==> src/rtl/uc_pkg.sv <==
// Shared unit-clause types: signed literal (sign is polarity, 0 is not a literal)
// and queue pointer sizing used by the arbiter, broadcast queue and BCP engines.
`ifndef NUM_ENGINE
`define NUM_ENGINE 2
`endif
`ifndef LIT_IDX_MAX
`define LIT_IDX_MAX 1023
`endif

package uc_pkg;

  localparam int LIT_W = $clog2(`LIT_IDX_MAX) + 1;

  typedef logic signed [LIT_W-1:0] lit_t;

  localparam int UC_DEPTH_DEFAULT = 8;

  // Pointers carry one extra wrap bit so full and empty are distinguishable.
  function automatic int ptr_width(input int depth);
    return $clog2(depth) + 1;
  endfunction

  localparam int PTR_W_DEFAULT = ptr_width(UC_DEPTH_DEFAULT);

  function automatic logic lit_valid(input lit_t lit);
    return lit != '0;
  endfunction

endpackage

==> src/rtl/uc_bcast_rdport.sv <==
// One reader of the broadcast queue: owns its read pointer and derives
// occupancy, empty/full status and the store index of its head entry.
module uc_bcast_rdport
  import uc_pkg::*;
#(
  parameter int DEPTH = UC_DEPTH_DEFAULT,
  parameter int PTR_W = ptr_width(DEPTH),
  parameter int IDX_W = $clog2(DEPTH)
) (
  input  logic             clk,
  input  logic             rst,
  input  logic             flush,
  input  logic             pop,
  input  logic [PTR_W-1:0] wr_ptr,
  output logic             empty,
  output logic             full,
  output logic [IDX_W-1:0] head_idx
);

  logic [PTR_W-1:0] rd_ptr_d;
  logic [PTR_W-1:0] rd_ptr_q;
  logic [PTR_W-1:0] occ;

  always_comb begin
    occ      = wr_ptr - rd_ptr_q;
    empty    = (occ == '0);
    full     = (occ == PTR_W'(DEPTH));
    head_idx = rd_ptr_q[IDX_W-1:0];
  end

  // A pop while empty is harmlessly ignored; flush overrides any pop.
  always_comb begin
    rd_ptr_d = rd_ptr_q;
    if (flush) begin
      rd_ptr_d = '0;
    end else if (pop && !empty) begin
      rd_ptr_d = rd_ptr_q + PTR_W'(1);
    end
  end

  always_ff @(posedge clk) begin
    if (rst) begin
      rd_ptr_q <= '0;
    end else begin
      rd_ptr_q <= rd_ptr_d;
    end
  end

endmodule

==> src/rtl/uc_bcast_queue.sv <==
// Single-writer, multi-reader circular buffer that broadcasts every arbitrated
// unit literal to all BCP engines, each consuming at its own pace.
module uc_bcast_queue
  import uc_pkg::*;
#(
  parameter int NUM_ENGINE = `NUM_ENGINE,
  parameter int DEPTH      = 8,
  parameter int LIT_W      = $clog2(`LIT_IDX_MAX) + 1
) (
  input  logic                    clk,
  input  logic                    rst,
  input  logic                    push_valid,
  input  logic signed [LIT_W-1:0] push_lit,
  input  logic                    flush,
  input  logic [NUM_ENGINE-1:0]   eng_pop,
  output logic signed [LIT_W-1:0] eng_lit [NUM_ENGINE],
  output logic [NUM_ENGINE-1:0]   eng_empty,
  output logic [NUM_ENGINE-1:0]   uca2eng_full,
  output logic                    overflow,
  output logic                    drained
);

  localparam int PTR_W = ptr_width(DEPTH);
  localparam int IDX_W = $clog2(DEPTH);

  logic [PTR_W-1:0]       wr_ptr_d;
  logic [PTR_W-1:0]       wr_ptr_q;
  logic                   overflow_d;
  logic                   overflow_q;
  logic                   lit_nz;
  logic                   any_full;
  logic                   accept;
  logic                   drop;
  logic [IDX_W-1:0]       head_idx [NUM_ENGINE];
  logic signed [LIT_W-1:0] mem_q   [DEPTH];

  genvar gi;
  generate
    for (gi = 0; gi < NUM_ENGINE; gi++) begin : g_rd
      uc_bcast_rdport #(
        .DEPTH (DEPTH),
        .PTR_W (PTR_W),
        .IDX_W (IDX_W)
      ) u_rdport (
        .clk      (clk),
        .rst      (rst),
        .flush    (flush),
        .pop      (eng_pop[gi]),
        .wr_ptr   (wr_ptr_q),
        .empty    (eng_empty[gi]),
        .full     (uca2eng_full[gi]),
        .head_idx (head_idx[gi])
      );
    end
  endgenerate

  // Full is judged on registered occupancy, so a same-cycle pop never frees room.
  always_comb begin
    lit_nz   = (push_lit != '0);
    any_full = |uca2eng_full;
    accept   = push_valid && lit_nz && !any_full && !flush;
    drop     = push_valid && lit_nz &&  any_full && !flush;
  end

  always_comb begin
    wr_ptr_d   = wr_ptr_q;
    overflow_d = overflow_q | drop;
    if (flush) begin
      wr_ptr_d   = '0;
      overflow_d = 1'b0;
    end else if (accept) begin
      wr_ptr_d = wr_ptr_q + PTR_W'(1);
    end
  end

  always_ff @(posedge clk) begin
    if (rst) begin
      wr_ptr_q   <= '0;
      overflow_q <= 1'b0;
    end else begin
      wr_ptr_q   <= wr_ptr_d;
      overflow_q <= overflow_d;
    end
  end

  // Store needs no reset: entries are only visible once a pointer covers them.
  always_ff @(posedge clk) begin
    if (accept) begin
      mem_q[wr_ptr_q[IDX_W-1:0]] <= push_lit;
    end
  end

  // First-word-fall-through heads, forced to zero when nothing is pending.
  always_comb begin
    for (int i = 0; i < NUM_ENGINE; i++) begin
      eng_lit[i] = eng_empty[i] ? '0 : mem_q[head_idx[i]];
    end
  end

  assign overflow = overflow_q;
  assign drained  = &eng_empty;

endmodule

==> config.mk <==
export PLATFORM = sky130hd
export DESIGN_NAME = uc_bcast_queue
export DESIGN_NICKNAME = d
export VERILOG_FILES = /design/src/rtl/uc_pkg.sv /design/src/rtl/uc_bcast_rdport.sv /design/src/rtl/uc_bcast_queue.sv
export SDC_FILE = /design/constraint.sdc
export NUM_CORES = 1
export LEC_CHECK = 0
export BUFFER_PORTS_ARGS = -buffer_cell sky130_fd_sc_hd__buf_2
export CORE_MARGIN = 3
export CORE_UTILIZATION = 38
export CTS_BUF_LIST = sky130_fd_sc_hd__clkbuf_4 sky130_fd_sc_hd__clkbuf_8
export CTS_CLUSTER_SIZE = 30
export DETAILED_ROUTE_END_ITERATION = 7
export PLACE_DENSITY = 0.66
export SYNTH_ARGS = -nofsm -noshare
export SYNTH_HDL_FRONTEND = slang
export SYNTH_SLANG_ARGS = --single-unit
==> constraint.sdc <==
create_clock -name clk -period 4.31 [get_ports clk]
set_input_delay 0.6465 -clock clk [delete_from_list [all_inputs] [get_ports clk]]
set_output_delay 0.6465 -clock clk [all_outputs]
set_load 0.02 [all_outputs]
==> results_dict.tcl, run 1 <==
set metrics [dict create \
    leakage_power_nw 1.90 \
    cts_inserted_buffers 9 \
    cts_hold_buf 0 \
    setup-violations-final 0 \
    netlist.area_leader.share_pct 50.4 \
    netlist_area_sq_um 5240 \
    status "finished clean" \
    critical_path.startpoint "wr_ptr_q[2]" \
    drt_iter0_markers 202 \
    detail_route.wirelength_microns 11500 \
    endpoint_kind "primary output" \
    remaining_drc_errors 0 \
    worstHoldPathType "reg2reg" \
    place_worst_setup_slack_ns 1.17 \
    power.total_mw 1.91 \
    overflow 0 \
    viasPerCell 5.58 \
    rr_endpoint "mem_q[6][3]" \
    hpwl_microns 7600 \
    firstDrtPassIters 4 \
    post_cts.resized_instances 0 \
    syn_inst 330 \
    synth_commonest_cells "sky130_fd_sc_hd__edfxtp_1 (88), sky130_fd_sc_hd__mux4_2 (44), sky130_fd_sc_hd__mux2i_1 (27)" \
    yosys.cell_types.count 45 \
    finalHoldViolations 0 \
    synth_largest_area_cell "sky130_fd_sc_hd__edfxtp_1" \
    worst_slew_margin_rel_pct 20.5 \
    setup_slack_ns 0.696 \
    cp-start-kind "flop" \
    synth_sequential_area_ratio_pct 57.7 \
    clock_path_buffers 2 \
    first_pass_grt_wire_length_microns 18000 \
    port_buffers 44 \
    routed-via-count 3070 \
    core_sq_um 13300 \
    sum_of_negative_setup_slack_ns 0 \
    initial_cell_density_of_the_core_pct 39.3 \
    synthMostInstantiatedCell "sky130_fd_sc_hd__edfxtp_1" \
    worstPathRequired_ns 3.66 \
    worstHoldPathCells 2 \
    p_per_area_nw_per_um2 328 \
    fp.dieW_microns 123 \
    depth_of_the_cts_h_tree 3 \
    synthesized_flop_and_latch_total 107 \
    report.final.slew_viol_count 0 \
    final.min_clock_period_ns 3.61 \
    final_antenna_net_count 0 \
    grtUsageTotal_pct 16.1 \
    number_of_setup_buffers_added_after_cts 0 \
    timing.rr.start "wr_ptr_q[2]" \
    yosysWarningCount 0 \
    clk_pin_slew_ns 0.09 \
    worst-r2r-cell-count 7 \
    critical_path_class "reg2out" \
    clock_tree.root_cell "sky130_fd_sc_hd__clkbuf_8" \
    rows 42 \
    die-area_sq_um 15200 \
    cp_max_fo 17 \
    dp_cells 534 \
    cts_tree "done" \
    synthesized_netlist_net_count 356 \
    antenna_found_initial 0 \
    clock_skew_ns 0.0101 \
    cp.arrival_ns 2.97 \
    cap_violations 0 \
    num-nets-final 395 \
    final-instance-count-excl-fill 550 \
    count_of_inserted_antenna_diode_cells 0 \
    most_common_flop_cell_mapped_by_yosys "sky130_fd_sc_hd__edfxtp_1" \
    max_freq_ghz 0.277 \
    postLayoutCellArea_sq_um 5820 \
    period_share_pct 83.8 \
    pin_count_of_the_biggest_net_entering_global_routing 23 \
    design.portCount 45 \
    finish.utilization_pct 43.6 \
    rrSetupSlack_ns 1.21 \
    synthesis.area_per_instance_sq_um 15.9 \
    skew_pair_late_insertion_delay_ns 0.38 \
    routedWlPerCell_microns 20.9 \
    fin_hold_ws_ns 0.456 \
    clock_sinks 107 \
    routabilityCongestion 0.744 \
    area_growth_pct 11.0 \
    count_of_flip_flops_with_a_built_in_enable_after_synthesis 88 \
    max_slew.worst_pin.slew_ns 1.19 \
    chipHeight_microns 123 \
    rsz0062_at_grt "no" \
    placed_area_sq_um 5630 \
    critPathCapture "drained" \
    ys_async_sr_fraction_pct 0 \
    synth_top_cells_by_area "sky130_fd_sc_hd__edfxtp_1 (50%), sky130_fd_sc_hd__mux4_2 (19%), sky130_fd_sc_hd__dfxtp_1 (7.3%), sky130_fd_sc_hd__mux2i_1 (5.2%), sky130_fd_sc_hd__ha_1 (2.1%)" \
    ir_drop_mv 0.170 \
    post_route_cells_drive_above_1_share_pct 32.6 \
    first_global_vias 3189 \
]
[area by class of cell]
cell class | count | area (sq um)
Clock buffer | 9 | 124
Clock inverter | 7 | 67.6
Fill cell | 1202 | 7530
Inverter | 10 | 42.5
Multi-Input combinational cell | 192 | 2080
Sequential cell | 107 | 3020
Tap cell | 176 | 220
Timing Repair Buffer | 49 | 258
[placed cells by master (no fill, tap or decap), drive strengths merged, types with 2 or more instances in the layout]
cell type	synthesis	final
inv	10	11
a21oi	16	16
nor2b	2	2
edfxtp	88	88
xnor2	4	4
o31ai	3	3
or3	4	4
ha	9	9
clkinv	0	5
and4	2	2
clkbuf	6	9
or4	4	4
nand2	10	10
mux4	44	44
xor2	2	2
mux2i	27	27
buf	15	49
and4b	2	2
nand3	4	4
nor4	5	5
nand3b	7	7
o21ai	4	4
nor2	24	24
nor3	6	6
dfxtp	19	19
and3b	4	4
a21o	2	2
[worst max-delay path, cell delays in order, from the launching register on]
cell and delay [ns]:
sky130_fd_sc_hd__dfxtp_1 0.59, sky130_fd_sc_hd__ha_1 0.38, sky130_fd_sc_hd__a21oi_1 0.26, sky130_fd_sc_hd__a21oi_1 0.12, sky130_fd_sc_hd__nor4_2 0.54, sky130_fd_sc_hd__buf_4 0.36
sky130_fd_sc_hd__and2_1 0.17, sky130_fd_sc_hd__buf_2 0.16
[flip-flops by register name (all words and copies together), names as in the netlist, named ones only]
| name | flops |
|---|---|
| overflow | 1 |
| wr_ptr_q | 4 |
| g_rd.u_rdport.rd_ptr_q | 8 |
| mem_q | 88 |
[kinds of logic (layout without fill, tap and decap cells)]
| family | after synthesis | in the layout | share of synthesized area (%) |
|---|---|---|---|
| flops | 107 | 107 | 57.7 |
| simple gates | 80 | 80 | 9.31 |
| mux | 71 | 71 | 24.1 |
| buf+inv | 31 | 75 | 2.94 |
| compound gates | 26 | 26 | 2.89 |
| fa+ha+maj | 9 | 9 | 2.15 |
| xor+xnor | 6 | 6 | 1.00 |
[report_power, final]
group	internal (mW)	leakage [nW]	switching, mW
sequential	1.12	0.948	0.00475
combinational	0.0640	0.854	0.106
clock	0.268	0.100	0.343
[how the worst min path moves through the flow]
| stage | from | end | slack (ns) |
|---|---|---|---|
| 2_1_floorplan | g_rd[0].u_rdport.rd_ptr_q[2] | flop | 0.47 |
| 3_3_place_gp | overflow | overflow | 0.43 |
| 3_5_place_dp | overflow | overflow | 0.44 |
| 4_1_cts | overflow | overflow | 0.46 |
| 5_1_grt | overflow | overflow | 0.47 |
| 6_report | overflow | overflow | 0.46 |
[routing by layer]
metal | global-route usage (%) | wire (microns)
met2 | 26.9 | 5810
met5 | 0 | 0
met3 | 4.07 | 564
met1 | 20.9 | 4950
met4 | 4.84 | 168
Note: power is estimated with default switching activity, not from simulation.
==> inputs of run 2 (changes only) <==
- ABC_AREA: default -> 1
- PLACE_DENSITY: 0.66 -> 0.68
- clock period: 4.31 -> 3.1 ns (I/O delays scaled with it)
==> results_dict.tcl, run 2 <==
set metrics [dict create \
    pin_count_of_the_biggest_net_entering_global_routing 47 \
    initial_cell_density_of_the_core_pct 39.0 \
    footprint_of_the_multi_input_gates_sq_um 2240 \
    core_sq_um 14600 \
    netlist_area_sq_um 5720 \
    rr_endpoint "mem_q[6][8]" \
    post_route_cells_drive_above_1_share_pct 16.0 \
    synth_largest_area_cell "sky130_fd_sc_hd__edfxtp_1" \
    report.final.slew_viol_count 0 \
    first_global_vias 4253 \
    viasPerCell 5.17 \
    clk_pin_slew_ns 0.10 \
    die-area_sq_um 16600 \
    final.fill_count 1414 \
    rrSetupSlack_ns 0.47 \
    synth_commonest_cells "sky130_fd_sc_hd__nand2_1 (142), sky130_fd_sc_hd__nor2_1 (97), sky130_fd_sc_hd__edfxtp_1 (88)" \
    min-delay-start "eng_pop[1]" \
    drt_iter0_markers 535 \
    syn_inst 660 \
    synthesized_netlist_net_count 686 \
    hpwl_microns 9310 \
    routed-via-count 4560 \
    synth_sequential_area_ratio_pct 52.9 \
    worstPathRequired_ns 2.63 \
    synthesis.area_per_instance_sq_um 8.66 \
    yosys.cell_types.count 29 \
    status "finished clean" \
    clock_sinks 107 \
    yosysWarningCount 0 \
    chipHeight_microns 129 \
    layout_common_cells "sky130_fd_sc_hd__nand2_1 (142), sky130_fd_sc_hd__nor2_1 (97), sky130_fd_sc_hd__edfxtp_1 (88)" \
    clock_path_buffers 2 \
    cts_inserted_buffers 9 \
    ys_async_sr_fraction_pct 0 \
    port_buffers 44 \
    rows 44 \
    layout_commonest_cell "sky130_fd_sc_hd__nand2_1" \
    number_of_setup_buffers_added_after_cts 0 \
    max_freq_ghz 0.351 \
    routabilityCongestion 0.813 \
    leakage_power_nw 2.50 \
    sum_of_negative_setup_slack_ns 0 \
    detail_route.wirelength_microns 14100 \
    synth_adder_area_share_pct 1.97 \
    first_pass_grt_wire_length_microns 22100 \
    critical_path.startpoint "wr_ptr_q[0]" \
    design.portCount 45 \
    timing.rr.start "wr_ptr_q[0]" \
    num-nets-final 719 \
    fp.dieW_microns 129 \
    cp-start-kind "flop" \
    synth_top_cells_by_area "sky130_fd_sc_hd__edfxtp_1 (46%), sky130_fd_sc_hd__nand2_1 (9.3%), sky130_fd_sc_hd__dfxtp_1 (6.7%), sky130_fd_sc_hd__nor2_1 (6.4%), sky130_fd_sc_hd__o211ai_1 (5.3%)" \
    ir_drop_mv 0.295 \
    yosys-mux-area-fraction_pct 0 \
    synthSimpleGateAreaFrac_pct 21.7 \
    rsz0062_at_grt "no" \
    skew_pair_late_insertion_delay_ns 0.38 \
    antenna_found_initial 0 \
    p_per_area_nw_per_um2 586 \
    cp.arrival_ns 2.38 \
    worstHoldPathCells 3 \
    destination_of_the_worst_hold_path "g_rd[1].u_rdport.rd_ptr_q[3]" \
    register_area_sq_um 3020 \
    routedWlPerCell_microns 16.0 \
    overflow 0 \
    count_of_flip_flops_with_a_built_in_enable_after_synthesis 88 \
    synth_xor_xnor_area_share_pct 0.766 \
    finalHoldViolations 0 \
    firstDrtPassIters 8 \
    worst-r2r-cell-count 11 \
    netlist.area_leader.share_pct 46.2 \
    synthesized_flop_and_latch_total 107 \
    final_antenna_net_count 0 \
    count_of_inserted_antenna_diode_cells 0 \
    cts_tree "done" \
    finish.utilization_pct 43.2 \
    setup-violations-final 0 \
    synthMostInstantiatedCell "sky130_fd_sc_hd__nand2_1" \
    cp_max_fo 7 \
    worstHoldPathType "in2reg" \
    worst_slew_margin_rel_pct 48.5 \
    cap_violations 0 \
    remaining_drc_errors 0 \
    final.min_clock_period_ns 2.85 \
    number_of_flip_flops_in_the_largest_register 88 \
    endpoint_kind "primary output" \
    clock_skew_ns 0.0104 \
    grtUsageTotal_pct 17.3 \
    clock_tree.root_cell "sky130_fd_sc_hd__clkbuf_8" \
    max_slew.worst_pin.slew_ns 0.771 \
    area_growth_pct 10.7 \
    synth_compound_area_share_pct 14.6 \
    largest_family_of_logic_cells_by_synthesized_area "simple AND/OR/NAND/NOR gates" \
    most_common_flop_cell_mapped_by_yosys "sky130_fd_sc_hd__edfxtp_1" \
    period_share_pct 91.9 \
    depth_of_the_cts_h_tree 3 \
    critical_path_class "reg2out" \
]
[run 2: changes by cell type after synthesis, moves of 27 or more]
cell	change
sky130_fd_sc_hd__a21oi_1	+35
sky130_fd_sc_hd__mux4_2	-44
sky130_fd_sc_hd__mux2i_1	-27
sky130_fd_sc_hd__nor2_1	+73
sky130_fd_sc_hd__o211ai_1	+40
sky130_fd_sc_hd__inv_1	+61
sky130_fd_sc_hd__nand2_1	+132
sky130_fd_sc_hd__o21ai_0	+53
[run 2: kinds of logic after synthesis]
kind of cell | Yosys count
AND/OR/NAND/NOR | 279
AO/OA/AOI/OAI | 146
buffers and inverters | 114
flip-flops | 107
adder cells (fa/ha/maj) | 9
XOR/XNOR | 5
[run 2: timing repair]
| action | CTS | global route |
|---|---|---|
| hold buffers | 0 | 0 |
| setup endpoints to repair | 0 | 2 |
| gates resized for setup | 0 | 2 |
[run 2: worst max path at each step]
stage	to	depth (start not counted)	slack, ns
after CTS	eng_lit[10]	11	0.13
after detailed placement	mem_q[6][4]	11	0.50
after global routing	eng_lit[19]	11	0.07
final	eng_lit[10]	10	0.25
after global placement	mem_q[6][4]	8	0.57
after floorplan	mem_q[5][0]	11	0.75
[run 2: where the power goes]
group	internal (mW)	switching, mW	total [mW]
clock	0.402	0.476	0.878
combinational	0.359	0.849	1.21
sequential	1.59	0.0295	1.62
[run 2: cell type report]
cell class | instances | share of cell area, %
tap | 184 | 3.64
timing repair buffer | 59 | 5.46
timing repair inverter | 1 | 0.0791
inverter | 76 | 4.57
multi-input combinational | 439 | 35.4
clock inverter | 4 | 0.811
sequential | 107 | 47.8
clock buffer | 12 | 2.31
[run 2: per-layer routing]
metal  routed length (microns)  vias up  track usage (%)
met1                      6500     2122             24.5
met4                       225        0             5.93
met5                         0        -                0
li1                          -     2244                -
met2                      6350      178             27.0
met3                      1020       16             2.70
[run 2: metrics by stage]
| step | setup WS (ns) | instance area (sq um) | std cells | hold slack, ns | total power [mW] |
|---|---|---|---|---|---|
| 2_1_floorplan | 0.747 | 5720 | 660 | 0.452 | 2.53 |
| 3_3_place_gp | 0.566 | 6110 | 865 | 0.467 | 2.83 |
| 3_5_place_dp | 0.496 | 6110 | 865 | 0.477 | 2.84 |
| 4_1_cts | 0.133 | 6310 | 881 | 0.361 | 3.71 |
| 5_1_grt | 0.0707 | 6330 | 882 | 0.369 | 3.92 |
| 6_report | 0.252 | 6330 | 882 | 0.380 | 3.71 |
[run 2: critical path: stages, from the launching register on]
cell and delay (ns):
sky130_fd_sc_hd__dfxtp_1 0.43, sky130_fd_sc_hd__inv_1 0.15, sky130_fd_sc_hd__ha_1 0.22, sky130_fd_sc_hd__inv_1 0.05, sky130_fd_sc_hd__nand2_1 0.07, sky130_fd_sc_hd__a21oi_1 0.23, sky130_fd_sc_hd__nor2_4 0.09, sky130_fd_sc_hd__nand3_4 0.16
sky130_fd_sc_hd__clkinvlp_4 0.23, sky130_fd_sc_hd__nor2_1 0.19, sky130_fd_sc_hd__buf_2 0.19
